==> config.mk <==
export PLATFORM = sky130hd
export DESIGN_NAME = online_operand_append
export DESIGN_NICKNAME = d
export VERILOG_FILES = /design/src/rtl/online_operand_append.sv
export SDC_FILE = /design/constraint.sdc
export NUM_CORES = 1
export LEC_CHECK = 0
export ABC_AREA = 1
export BUFFER_PORTS_ARGS = -buffer_cell sky130_fd_sc_hd__buf_2
export CELL_PAD_IN_SITES_DETAIL_PLACEMENT = 0
export CELL_PAD_IN_SITES_GLOBAL_PLACEMENT = 1
export CORE_UTILIZATION = 37
export CTS_CLUSTER_SIZE = 40
export DETAILED_ROUTE_END_ITERATION = 10
export GPL_ROUTABILITY_DRIVEN = 0
export PLACE_DENSITY = 0.79
export SYNTH_ARGS = -nofsm -noshare
export SYNTH_HDL_FRONTEND = slang
export SYNTH_SLANG_ARGS = --single-unit
==> constraint.sdc <==
create_clock -name clk -period 1.55 [get_ports clk]
set_input_delay 0.465 -clock clk [delete_from_list [all_inputs] [get_ports clk]]
set_output_delay 0.465 -clock clk [all_outputs]
set_load 0.01 [all_outputs]
==> src/rtl/online_operand_append.sv <==
// -----------------------------------------------------------------------------
// online_operand_append
//
// Digit-serial on-the-fly append register feeding the signed-digit
// vector-select stage of the online multiplier.
//
// One signed operand digit arrives per cycle, most significant first. Each
// accepted digit x_j is appended at weight 2^-j. This builds the partial
// operand X[j] = X[j-1] + x_j*2^-j as a redundant pair of vectors whose value
// is vec_out_plus - vec_out_minus. Each position is written at most once, so
// at most one of the two bits is ever set per position. No carry is needed.
//
// Digit code: 2'b10 = +1, 2'b01 = -1, 2'b00 = 0, 2'b11 = illegal.
//
// Ports:
//   clk             in   rising-edge clock
//   asyn_reset      in   asynchronous reset, active low
//   enable          in   clock enable; low freezes every register
//   start           in   begin a new operand (clears vectors, pos, err)
//   digit_in[1:0]   in   operand digit
//   digit_valid     in   digit_in is valid this cycle
//   vec_out_plus    out  positive-weight bits of X[j]
//   vec_out_minus   out  negative-weight bits of X[j]
//   digit_fwd[1:0]  out  last accepted digit (illegal code forwarded as 0)
//   digit_fwd_valid out  one-cycle pulse: digit_fwd was updated
//   pos[CNT_W-1:0]  out  number of digits accepted so far
//   busy            out  operand is being accumulated
//   done            out  one-cycle pulse after the final digit is appended
//   err             out  sticky: an illegal digit code was accepted
// -----------------------------------------------------------------------------
`timescale 1ns/1ps

module online_operand_append #(
  parameter int Num_bits = 4,
  parameter int CNT_W    = 3
) (
  input  logic                clk,
  input  logic                asyn_reset,
  input  logic                enable,
  input  logic                start,
  input  logic [1:0]          digit_in,
  input  logic                digit_valid,
  output logic [Num_bits-1:0] vec_out_plus,
  output logic [Num_bits-1:0] vec_out_minus,
  output logic [1:0]          digit_fwd,
  output logic                digit_fwd_valid,
  output logic [CNT_W-1:0]    pos,
  output logic                busy,
  output logic                done,
  output logic                err
);

  typedef enum logic [1:0] {
    IDLE  = 2'd0,
    ACCUM = 2'd1,
    DONE  = 2'd2
  } state_t;

  localparam logic [1:0]       DIG_POS  = 2'b10;
  localparam logic [1:0]       DIG_NEG  = 2'b01;
  localparam logic [1:0]       DIG_BAD  = 2'b11;
  localparam logic [CNT_W-1:0] LAST_POS = CNT_W'(Num_bits - 1);

  // One-hot mask of the bit written by the digit at position p.
  // Digit 0 lands in the MSB.
  function automatic logic [Num_bits-1:0] pos_mask(input logic [CNT_W-1:0] p);
    logic [Num_bits-1:0] m;
    m = '0;
    for (int i = 0; i < Num_bits; i++) begin
      if (p == CNT_W'(Num_bits - 1 - i)) m[i] = 1'b1;
    end
    return m;
  endfunction

  // The illegal code is forwarded downstream as a zero digit.
  function automatic logic [1:0] legal_digit(input logic [1:0] d);
    return (d == DIG_BAD) ? 2'b00 : d;
  endfunction

  state_t              state, state_nxt;
  logic [Num_bits-1:0] plus_nxt, minus_nxt;
  logic [1:0]          fwd_nxt;
  logic                fwd_vld_nxt;
  logic [CNT_W-1:0]    pos_nxt;
  logic                done_nxt;
  logic                err_nxt;
  logic                clear;
  logic                accept;
  logic [Num_bits-1:0] mask;

  assign busy = (state == ACCUM);
  assign mask = pos_mask(pos);

  // A start in any state clears the operand.
  // A start in ACCUM also drops any simultaneous digit.
  always_comb begin
    state_nxt = state;
    clear     = 1'b0;
    accept    = 1'b0;
    unique case (state)
      IDLE: begin
        if (start) begin
          clear     = 1'b1;
          state_nxt = ACCUM;
        end
      end
      ACCUM: begin
        if (start) begin
          clear = 1'b1;
        end else if (digit_valid) begin
          accept = 1'b1;
          if (pos == LAST_POS) state_nxt = DONE;
        end
      end
      DONE: begin
        if (start) begin
          clear     = 1'b1;
          state_nxt = ACCUM;
        end else begin
          state_nxt = IDLE;
        end
      end
      default: state_nxt = IDLE;
    endcase
  end

  // Datapath next values.
  // done and digit_fwd_valid default low, so they only pulse for one cycle.
  always_comb begin
    plus_nxt    = vec_out_plus;
    minus_nxt   = vec_out_minus;
    fwd_nxt     = digit_fwd;
    fwd_vld_nxt = 1'b0;
    pos_nxt     = pos;
    done_nxt    = 1'b0;
    err_nxt     = err;
    if (clear) begin
      plus_nxt  = '0;
      minus_nxt = '0;
      pos_nxt   = '0;
      err_nxt   = 1'b0;
    end else if (accept) begin
      unique case (digit_in)
        DIG_POS: plus_nxt  = vec_out_plus  | mask;
        DIG_NEG: minus_nxt = vec_out_minus | mask;
        DIG_BAD: err_nxt   = 1'b1;
        default: ;
      endcase
      fwd_nxt     = legal_digit(digit_in);
      fwd_vld_nxt = 1'b1;
      pos_nxt     = pos + CNT_W'(1);
      done_nxt    = (pos == LAST_POS);
    end
  end

  // ---- register stage: state and append vectors (1-cycle latency) ----
  always_ff @(posedge clk or negedge asyn_reset) begin
    if (!asyn_reset) begin
      state           <= IDLE;
      vec_out_plus    <= '0;
      vec_out_minus   <= '0;
      digit_fwd       <= 2'b00;
      digit_fwd_valid <= 1'b0;
      pos             <= '0;
      done            <= 1'b0;
      err             <= 1'b0;
    end else if (enable) begin
      state           <= state_nxt;
      vec_out_plus    <= plus_nxt;
      vec_out_minus   <= minus_nxt;
      digit_fwd       <= fwd_nxt;
      digit_fwd_valid <= fwd_vld_nxt;
      pos             <= pos_nxt;
      done            <= done_nxt;
      err             <= err_nxt;
    end
  end

endmodule
Word level (Yosys, flattened, before mapping). Index checks and enable logic that the tools add are counted.

Bits in registers: 18. Latch bits: 0. Bits in writable memories: 0. Bits in read-only memories: 0. Input bits: 7. Output and inout bits: 17. Logic and storage cells: 68. Memories: 0.

$add $sub $neg: 1. Multiply operators: 0. Divide/modulo/power cells: 0. $lt $le $gt $ge: 0. Equality and inequality tests: 12. Shift-type cells: 0. Mux-type cells: 31. Bitwise operators: 3. Reduce and logical (&&, ||, !) cells: 13.

Operators with widths (number): $mux W4 (6); $mux W1 (17); $reduce_and A3 Y1 (4); $mux W2 (5); $or A4 B4 Y4 (2); $reduce_bool A2 Y1 (4); $eq A2 B2 Y1 const B (3); $eq A3 B2 Y1 const B (2); $mux W3 (2); $ne A2 B2 Y1 const B (3); $pmux W2 S3 (1); $reduce_and A5 Y1 (1); $eq A2 B1 Y1 const B (2); $add A3 B1 Y3 const B (1); $eq A3 B1 Y1 const B (1); $logic_not A3 Y1 (1); $reduce_or A3 Y1 (1); $logic_not A2 Y1 (1); $ne A2 B1 Y1 const B (1); $reduce_and A2 Y1 (1); $not A1 Y1 (1).

Longest topological paths before layout.
Word-level depth: 6. Depth in mapped cells: 8. Gate-level depth less buffers: 8.

Worst setup path before layout. No wires, ideal clock.

Path kind: register to register. Start: reg pos[0]. End: reg state[0]. Setup time: 0.126 ns. Arrival: 1.085 ns. Data required time: 1.424 ns. Slack: 0.339 ns. Stages on the path, launching flop included: 7. Buffers on the path: 0. Clock period less this slack: 1.211 ns. Cells stage by stage: dfrtp_1 ha_1 ha_1 nand2_1 nand2_1 nand2_1 o21ai_0.

Word-level cells in the longest chain between the ends: 3.

RTL lines: from (decl) (line 47) `output logic [CNT_W-1:0] pos,`; from (signal assigned) (line 173) `pos <= pos_nxt;`; $eq A3 B2 Y1 (line 112) `if (pos == LAST_POS) state_nxt = DONE;`; $ne A2 B1 Y1 (no source line); $reduce_and A5 Y1 (no source line); to (signal assigned) (line 168) `state <= state_nxt;`; to (decl) (line 80) `state_t state, state_nxt;`.

No other way between the ends. A chain may end at the register's enable or synchronous reset.

Worst setup path in the final report.
Start: reg state[0]. End: out busy.

Word-level cells in the longest chain between the ends: 1.

RTL lines: $eq A2 B1 Y1 (line 91) `assign busy = (state == ACCUM);`; to (decl) (line 48) `output logic busy,`.

No other way between the ends.

==> flow_summary.json <==
{
  "outcome": "finished, final reports clean",
  "cellPowerDensity_nw_per_um2": 1120,
  "drive_above_1_share_pct": 25.8,
  "grt_overflow_total": 0,
  "hold_path_class": "primary input to asynchronous set/reset pin",
  "numCtsBuffers": 3,
  "cts_max_level": 1,
  "arrival_ns": 1.02,
  "area_delta_synth_final_pct": 17.8,
  "dpl_cell_area_um2": 1170,
  "final_cells": 193,
  "setup.worst_path.class": "flop to output port",
  "grt.total_usage_pct": 16.7,
  "antenna_left": 0,
  "dieArea_um2": 2980,
  "die_y_um": 54.6,
  "wl_per_cell_um": 10.9,
  "io_buffer_count": 23,
  "grt_pass1_wl_mm": 3.48,
  "via_per_inst": 4.55,
  "cts_root_buf": "clkbuf_4",
  "yosysTopAreaCell": "dfrtp_1",
  "num_rows": 18,
  "dr.pass1.iters": 4,
  "dp_hpwl_mm": 1.58,
  "crit_fanout": 4,
  "setup.worst_path.start": "state[0]",
  "coreArea_um2": 2540,
  "cts.sinks": 18,
  "skew_ns": 0.00174,
  "maxSlewHeadroom_pct": 72.3,
  "synth_top_area_share_pct": 44.0,
  "grt_start_max_net_pins": 19,
  "dr_total_vias": 878,
  "drc": 0,
  "dp_cells": 188,
  "r2r-end": "vec_out_plus[3]",
  "cts_tree": "built",
  "synthesis.nets": 148,
  "clk_latency_ns": 0.29,
  "start_util_pct": 40.2,
  "syn_area_per_cell_um2": 7.53,
  "io_pins": 24,
  "timing.reg2reg.worst_path_depth": 7,
  "peakVddDrop_mv": 0.594,
  "routed_wl_mm": 2.10,
  "clkTransAtPathRegs_ns": 0.10,
  "die_w_um": 54.6,
  "synth_area_um2": 1020,
  "fmax_mhz": 672,
  "ctsHoldBuffers": 0,
  "ys_types": 16,
  "stdcell_area_um2": 1210,
  "whs_ns": 0.0888,
  "yosys_register_bits": 18,
  "n_antenna_cell": 0,
  "fin_crit_sh_pct": 96.1,
  "drt_iter0_drc": 10,
  "synth_top_cells_by_area": "dfrtp_1 44%, nand2_1 18%, inv_1 9.2%",
  "power_leakage_nw": 0.723,
  "startpoint_type": "flop",
  "cp-end-kind": "output port",
  "grt_pass1_vias": 768,
  "hold_viol": 0,
  "fin_util_pct": 47.4,
  "setup_viol": 0,
  "worstPathRequired_ns": 1.08,
  "final_common_cell": "nand2_1",
  "final_nets": 177,
  "r2r_slack_ns": 0.23,
  "post-route-min-period_ns": 1.49,
  "r2r-start": "state[1]",
  "report.final.slew_viol_count": 0,
  "antenna_found_initial": 0,
  "synth_warnings": 0,
  "tightest_slew_ns": 0.416,
  "ys_seq_area_share_pct": 44.0,
  "synth_cells": 136,
  "mostFrequentLayoutCells": "48 x nand2_1, 25 x inv_1, 23 x buf_2, 17 x dfrtp_1, 10 x nand3_1",
  "ctsLongestPathBuffers": 2,
  "max_cap_viol_count": 0
}
## cell usage after synthesis
| cell type | instances |
|---|---|
| nand3_2 | 4 |
| dfrtp_1 | 18 |
| nor2_1 | 7 |
| inv_2 | 1 |
| nor2_4 | 1 |
| nand2_2 | 3 |
| ha_1 | 5 |
| nand2_4 | 1 |
| o22ai_1 | 1 |
| buf_2 | 1 |
| nand2_1 | 48 |
| o21ai_0 | 8 |
| inv_1 | 25 |
| nand3_1 | 10 |
| nor2_2 | 2 |
| buf_6 | 1 |
## cells by family after synthesis
family / Yosys count / share of synthesized area, %
AND/OR/NAND/NOR: 76 / 34.2
AO/OA/AOI/OAI: 9 / 4.52
flip-flops: 18 / 44.0
adder cells (fa/ha/maj): 5 / 6.11
buffers and inverters: 28 / 11.1
## metal layers
metal	GRT usage [%]	vias to the layer above	wire length, um
li1	-	465	-
met2	24.5	16	930
met3	3.33	2	74
met4	6.41	0	19
met5	0	-	0
met1	23.9	395	1080
## worst max path at each step
stage | depth (start not counted) | endpoint | slack (ns)
2_1_floorplan | 6 | state[0] | 0.34
3_3_place_gp | 6 | vec_out_plus[0] | 0.22
3_5_place_dp | 7 | err | 0.19
4_1_cts | 2 | busy | 0.03
5_1_grt | 3 | busy | -0.007
6_report | 3 | busy | 0.06
## layout make-up
class / count / area, um2
Timing Repair Buffer: 26 / 138
Clock buffer: 3 / 22.5
Multi-Input combinational cell: 90 / 459
Sequential cell: 18 / 452
Tap cell: 30 / 37.5
Fill cell: 262 / 1340
Inverter: 26 / 97.6
## worst max-delay path, stage by stage (launching register included)
cell and delay [ns]:
dfrtp_1 0.41, inv_2 0.07, nor2_4 0.12, buf_2 0.15
## state kept, by name, indices dropped and copies added, names as in the netlist
register         cells
pos                  3
err                  1
vec_out_plus         4
done                 1
state                2
digit_fwd            2
digit_fwd_valid      1
vec_out_minus        4
## metrics by stage
step	power, mW	setup slack [ns]	setup TNS, ns
CTS	1.36	0.0328	0
global route	1.48	-0.00663	-0.00663
finish	1.36	0.0608	0
global placement	1.11	0.217	0
floorplan	0.942	0.339	0
detailed placement	1.12	0.193	0
## power breakdown
| part | internal [mW] | switching, mW | total (mW) |
|---|---|---|---|
| Clock | 0.0903 | 0.146 | 0.236 |
| Sequential | 0.565 | 0.0704 | 0.635 |
| Combinational | 0.195 | 0.290 | 0.485 |
## repair_timing
| action | 4_1_cts | 5_1_grt |
|---|---|---|
| buffers inserted | 0 | 2 |
| endpoints found under the setup margin | 0 | 1 |
| gates resized for setup | 0 | 1 |
(Power assumes the default switching activity.)
